`src/rtl/sap_out_port.sv`:
```
// SAP-1 output port: captures W-bus bytes on lo into a small FIFO and delivers them over a 4-phase valid/ack handshake.
// Optional feature macro OUT_PORT_HOLD_EN adds a hold_data register holding the last consumed byte.
module sap_out_port #(
    parameter int WIDTH = 8,
    parameter int DEPTH = 4
) (
    input  logic                       clk,
    input  logic                       clr,
    input  logic [WIDTH-1:0]           w_bus,
    input  logic                       lo,
    output logic [WIDTH-1:0]           out_data,
    output logic                       out_valid,
    input  logic                       out_ack,
    output logic                       full,
    output logic [$clog2(DEPTH):0]     count,
    output logic                       overflow
`ifdef OUT_PORT_HOLD_EN
    ,
    output logic [WIDTH-1:0]           hold_data
`endif
);

    localparam int AW = $clog2(DEPTH);
    localparam int CW = AW + 1;
    localparam logic [CW-1:0] DEPTH_C = CW'(DEPTH);

    typedef enum logic [1:0] {
        IDLE    = 2'b00,
        SHOW    = 2'b01,
        RELEASE = 2'b10
    } state_t;

    state_t            state;
    state_t            state_next;
    logic              valid_next;
    logic              load_out;
    logic              pop;
    logic              push;
    logic              drop;
    logic [CW-1:0]     count_next;
    logic [AW-1:0]     wr_ptr;
    logic [AW-1:0]     rd_ptr;
    logic [WIDTH-1:0]  mem [DEPTH];

    // Handshake FSM next-state and output decisions
    always_comb begin
        state_next = state;
        valid_next = out_valid;
        load_out   = 1'b0;
        pop        = 1'b0;
        case (state)
            IDLE: begin
                // A write on this same edge is not yet reflected in count
                if (count != {CW{1'b0}}) begin
                    load_out   = 1'b1;
                    valid_next = 1'b1;
                    state_next = SHOW;
                end else begin
                    valid_next = 1'b0;
                end
            end
            SHOW: begin
                if (out_ack) begin
                    pop        = 1'b1;
                    valid_next = 1'b0;
                    state_next = RELEASE;
                end else begin
                    valid_next = 1'b1;
                end
            end
            RELEASE: begin
                if (!out_ack) begin
                    state_next = IDLE;
                end else begin
                    state_next = RELEASE;
                end
                valid_next = 1'b0;
            end
            default: begin
                state_next = IDLE;
                valid_next = 1'b0;
            end
        endcase
    end

    // FIFO write/drop decisions and occupancy update
    always_comb begin
        push       = lo && ((count != DEPTH_C) || pop);
        drop       = lo && (count == DEPTH_C) && !pop;
        count_next = count;
        case ({push, pop})
            2'b10:   count_next = count + CW'(1);
            2'b01:   count_next = count - CW'(1);
            default: count_next = count;
        endcase
    end

    // FSM state and registered handshake outputs
    always_ff @(posedge clk or posedge clr) begin
        if (clr) begin
            state     <= IDLE;
            out_valid <= 1'b0;
            out_data  <= {WIDTH{1'b0}};
        end else begin
            state     <= state_next;
            out_valid <= valid_next;
            if (load_out) begin
                out_data <= mem[rd_ptr];
            end else begin
                out_data <= out_data;
            end
        end
    end

    // FIFO storage, pointers, occupancy and sticky overflow
    always_ff @(posedge clk or posedge clr) begin
        if (clr) begin
            for (int i = 0; i < DEPTH; i++) begin
                mem[i] <= {WIDTH{1'b0}};
            end
            wr_ptr   <= {AW{1'b0}};
            rd_ptr   <= {AW{1'b0}};
            count    <= {CW{1'b0}};
            full     <= 1'b0;
            overflow <= 1'b0;
        end else begin
            // When full, a simultaneous pop frees the slot being overwritten
            if (push) begin
                mem[wr_ptr] <= w_bus;
                wr_ptr      <= wr_ptr + AW'(1);
            end
            if (pop) begin
                rd_ptr <= rd_ptr + AW'(1);
            end
            count <= count_next;
            full  <= (count_next == DEPTH_C);
            if (drop) begin
                overflow <= 1'b1;
            end
        end
    end

`ifdef OUT_PORT_HOLD_EN
    // Latch the consumed byte for a static display
    always_ff @(posedge clk or posedge clr) begin
        if (clr) begin
            hold_data <= {WIDTH{1'b0}};
        end else if (pop) begin
            hold_data <= out_data;
        end else begin
            hold_data <= hold_data;
        end
    end
`endif

endmodule
```
`config.mk`:
```
export PLATFORM = sky130hd
export DESIGN_NAME = sap_out_port
export DESIGN_NICKNAME = d
export VERILOG_FILES = /design/src/rtl/sap_out_port.sv
export SDC_FILE = /design/constraint.sdc
export NUM_CORES = 1
export LEC_CHECK = 0
export BUFFER_PORTS_ARGS = -buffer_cell sky130_fd_sc_hd__buf_2
export CORE_MARGIN = 4
export CORE_UTILIZATION = 38
export CTS_CLUSTER_DIAMETER = 80
export DETAILED_ROUTE_END_ITERATION = 16
export GPL_TIMING_DRIVEN = 0
export MAX_ROUTING_LAYER = met4
export PLACE_DENSITY = 0.52
export SLEW_MARGIN = 40
export SYNTH_ARGS = -nofsm -noshare
export SYNTH_HDL_FRONTEND = slang
export SYNTH_SLANG_ARGS = --single-unit
```
`constraint.sdc`:
```
create_clock -name clk -period 5.55 [get_ports clk]
set_input_delay 0 -clock clk [delete_from_list [all_inputs] [get_ports clk]]
set_output_delay 0 -clock clk [all_outputs]
set_load 0.02 [all_outputs]
```
## Yosys cells after proc, flatten, opt, wreduce, memory -nomap -nowiden

Cells that the tools add are included.

| cells by class | value |
|---|---|
| add/sub/neg operators | 4 |
| $lt $le $gt $ge | 3 |
| equal/unequal tests | 9 |
| muxes and demuxes | 17 |
| bitwise gates (word level) | 2 |
| reduce and logical (&&, ||, !) cells | 9 |

Operators by type and width:

| cell | number |
|---|---|
| $bwmux W32 | 1 |
| $mux W8 | 3 |
| $bmux W8 S2 | 1 |
| $demux W8 S2 | 1 |
| $eq A3 B3 Y1 const B | 2 |
| $ge A3 B3 Y1 const B | 2 |
| $mux W2 | 3 |
| $not A2 Y3 | 2 |
| $pmux W2 S3 | 1 |
| $pmux W3 S2 | 1 |
| $mux W1 | 5 |
| $add A2 B1 Y2 const B | 2 |
| $eq A2 B1 Y1 const B | 2 |
| $eq A2 B2 Y1 const B | 2 |
| $logic_and A1 B1 Y1 | 4 |
| $ne A2 B2 Y1 const B | 2 |
| $add A3 B1 Y3 const B | 1 |
| $lt A3 B1 Y1 const B | 1 |
| $ne A3 B3 Y1 const B | 1 |
| $reduce_bool A3 Y1 | 1 |
| $sub A3 B1 Y3 const B | 1 |
| $logic_not A2 Y1 | 1 |
| $pmux W1 S2 | 1 |
| $reduce_and A2 Y1 | 1 |
| 2 further kinds | 2 |

| word-level totals | value |
|---|---|
| bits in registers | 52 |
| output and inout bits | 14 |
| word-level logic and storage cells | 56 |

## Logic depth before layout (Yosys ltp)

| logic depth | value |
|---|---|
| depth after elaboration | 7 |
| mapped depth | 9 |
| gate-level depth less buffers | 9 |

## Worst setup path after synthesis

Ideal clock, no wire load.

| path | value |
|---|---|
| path type | flip-flop to flip-flop |
| start point | register count[0] |
| end point | register full |
| data arrival time | 2339 ps |
| required time | 5456 ps |
| setup slack | 3117 ps |
| cell stages (with the launch flop) | 10 |
| period minus slack after synthesis | 2433 ps |
| cell sequence | dfrtp_1 > nor3b_4 > a21boi_1 > inv_1 > ha_1 > inv_1 > fa_1 > xor2_1 > or3_1 > a211oi_1 |

| between the ends | value |
|---|---|
| longest elaborated chain between the ends | 6 |
| elaborated cells between the ends (all ways) | 9 |
| classes of those cells | 2 x add/sub; 4 x eq/ne; 1 x mux; 2 x reduce/logical |

Ends and longest elaborated chain:

| item | RTL line | source |
|---|---|---|
| start: declaration | 15 | `output logic [$clog2(DEPTH):0] count,` |
| start signal: assignment | 123 | `count <= {CW{1'b0}};` |
| start signal: assignment | 135 | `count <= count_next;` |
| $ne A3 B3 Y1 | 88 | `push = lo && ((count != DEPTH_C) \|\| pop);` |
| $logic_or A1 B1 Y1 | 88 |  |
| $logic_and A1 B1 Y1 | 88 |  |
| $eq A2 B1 Y1 or $eq A2 B2 Y1 (tied branches) | 91 | `case ({push, pop})` |
| $pmux W3 S2 (*) | 91 |  |
| $eq A3 B3 Y1 (*) | 136 | `full <= (count_next == DEPTH_C);` |
| end signal: assignment | 136 |  |
| end: declaration | 14 | `output logic full,` |

Mark *: on every way between the ends. The rest lies on a longest branch, timed or not.
A chain may end at the register's enable or synchronous reset.

## Worst setup path after layout

| path | value |
|---|---|
| start point | register count[1] |
| end point | register full |

The elaborated chain is that of the path after synthesis.

==> impl_metrics.toml <==
[global_route]
grt_pass1_wl_mm = 7.28
top_usage_layer = "met2"
grtUsageMet1 = 0.152
grt_overflow = 0
grt_max_degree = 37
grt_pass1_vias = 1544
use_met2 = 0.234
use_met3 = 0.0257
antenna_found_initial = 0
gr-usage-all-layers = 0.134

[clock_network]
ctsLongestPathBuffers = 2
cts_max_level = 2
post-cts-setup-buffers = 0
cts_tree = "yes"
insertion_delay_ns = 0.31
cts_root_buffer = "clkbuf_8"
numCtsBuffers = 5
cts_sinks = 52
clk_pin_slew_ns = 0.09

[logic_synthesis]
netlist_area_mm2 = 0.00233
synth_warnings = 0
synth.distinct_cells = 26
synth_seq_area_share = 0.558
ys_ff_latch = 52
synth_fp_nets = 166
synth_cells = 148
synth.avg_cell_area_um2 = 15.8

[placed_design]
place_congestion = 0.735
placed_cells = 249
io_buffers = 25

[critical_path]
critPathSlowestCell = "dfrtp_1"
r2r-start = "count[1]"
end_kind = "flip-flop"
rr_worst_depth = 9
crit_start = "count[1]"
crit_type = "flip-flop to flip-flop"
crit_top_cell = "inv_1"
path_cells = "nor3b_4 -> a21boi_1 -> inv_1 -> ha_1 -> inv_1 -> fa_1 -> xor2_1 -> or3_1 -> a211oi_1"
cp-start-kind = "flip-flop"
path_max_fanout = 6
cp.required_ns = 5.76
critPathMaxStageDelay_ns = 0.45
critPathArrivalTime_ns = 2.78

[timing]
finalSetupViolations = 0
max_freq_mhz = 389
hold_violations = 0
rsz0062_at_grt = "no"
tns_ns = 0
worst_pin_slew_ns = 0.640
slew_headroom = 0.573
drv_slew = 0
post-route-period-util = 0.463
skew_ns = 0.00408
period_needed_ns = 2.57

[route]
via_per_inst = 4.99
wire_per_inst_um = 16.3
first_iter_violations = 52
drcViolationCount = 0
ant_nets = 0
routed-via-count = 1338
firstDrtPassIters = 4
totalWireLength_mm = 4.37

[die]
die_x_um = 86.3
placementRows = 28
dieArea_mm2 = 0.00745
core-area_mm2 = 0.00596
io_pins = 26
initial_core_util = 0.392
die_h_um = 86.3

[run]
cap_violations = 0

[pwr]
switching_share = 0.335
power_density_mw_per_mm2 = 610
p_seq_frac = 0.400
intPower_w = 0.00114
clkPwrFrac = 0.151
switchingPower_w = 0.000571
power_frac_comb = 0.448
ir_drop_mv = 0.285
power.leakage_nw = 1.25

[cells_and_area]
fin_cells = 268
final_cell_mix = "dfrtp_1, mux2_2, buf_2"
layout_commonest_cell = "dfrtp_1"
final_util = 0.469
syn2layout_area_growth_pct = 19.8
fin_nets = 210
diodes = 0
nFillCells = 544
drive_gt1_frac = 0.472
seq_area_mm2 = 0.00130
multi_input_area_um2 = 981

[outcome]
run_status = "finished clean"

[hold_path]
hold_path_class = "input port to asynchronous set/reset pin"
## cells in the mapped netlist, drive strengths merged
cell type	n	area share
a211oi	1	0.0032
a21boi	2	0.0064
a21oi	4	0.015
a31o	1	0.0038
buf	2	0.0070
clkbuf	1	0.0016
dfrtp	52	0.56
fa	1	0.0086
ha	5	0.027
inv	8	0.013
mux2	41	0.21
mux2i	1	0.0043
mux4	8	0.077
nand2	6	0.0097
nand2b	2	0.0054
nand3b	1	0.0086
nor3	1	0.0021
nor3b	1	0.0080
o21ai	3	0.0064
or3	2	0.0054
xnor2	4	0.015
xor2	1	0.0038
## power groups by stage
stage	Sequential (W)	Clock [W]	Combinational (W)
final	0.000683	0.000258	0.000765
after global routing	0.000708	0.000283	0.000837
after CTS	0.000685	0.000268	0.000784
after detailed placement	0.000693	0	0.000777
after global placement	0.000674	0	0.000748
after floorplan	0.000726	0	0.000547
## worst paths after layout
check / endpoint / slack [ns]
max in group asynchronous: out_data[1] / 4.94
max: full / 2.98
min: state[0] / 0.16
max reg2reg: full / 2.98
min reg2reg: overflow / 0.47
min in group clk: overflow / 0.47
## worst max-delay path: cells and delay by family (launching register included)
| kind | cells | cell delay (ns) |
|---|---|---|
| simple gates | 2 | 0.73 |
| fa+ha+maj | 2 | 0.54 |
| flops | 1 | 0.45 |
| compound gates | 2 | 0.45 |
| buf+inv | 2 | 0.15 |
| xor+xnor | 1 | 0.15 |
## area by class of cell
class | instances | share of cell area
multi-input combinational | 85 | 0.351
inverter | 8 | 0.0116
sequential | 52 | 0.466
clock inverter | 3 | 0.0152
tap | 75 | 0.0336
timing repair buffer | 37 | 0.0913
clock buffer | 5 | 0.0246
buffer | 3 | 0.00716
## registers in the layout, indices dropped and copies added, names as in the netlist
register   cells
state          2
out_data       8
out_valid      1
count          3
overflow       1
mem           32
rd_ptr         2
full           1
wr_ptr         2
## repair_timing
item / in CTS / in global routing
hold buffers: 11 / 0
endpoints found under the hold margin: 88 / 0
gates resized for setup: 0 / 0
## routing by layer
layer	vias to the layer above	share of wire
met5	-	0
met1	696	0.42
met2	21	0.53
met3	8	0.027
met4	0	0.018
li1	613	-
## kinds of logic (layout without fill, tap and decap cells)
family | after synthesis | after routing | share of synthesized area
XOR/XNOR | 5 | 5 | 0.0188
buffers and inverters | 11 | 56 | 0.0215
multiplexers | 50 | 50 | 0.292
AND/OR/NAND/NOR | 13 | 13 | 0.0392
adder cells (fa/ha/maj) | 6 | 6 | 0.0354
flip-flops | 52 | 52 | 0.558
AO/OA/AOI/OAI | 11 | 11 | 0.0349
## per-stage QoR
| stage | power (W) | area (um2) | hold slack [ns] | setup slack [ns] |
|---|---|---|---|---|
| floorplan | 0.00127 | 2330 | 0.108 | 3.12 |
| global placement | 0.00142 | 2550 | 0.259 | 3.05 |
| detailed placement | 0.00147 | 2570 | -0.0483 | 2.99 |
| CTS | 0.00174 | 2800 | 0.167 | 2.97 |
| global route | 0.00183 | 2800 | 0.189 | 2.84 |
| finish | 0.00171 | 2800 | 0.162 | 2.98 |
Power figures use the tool's default switching activity.
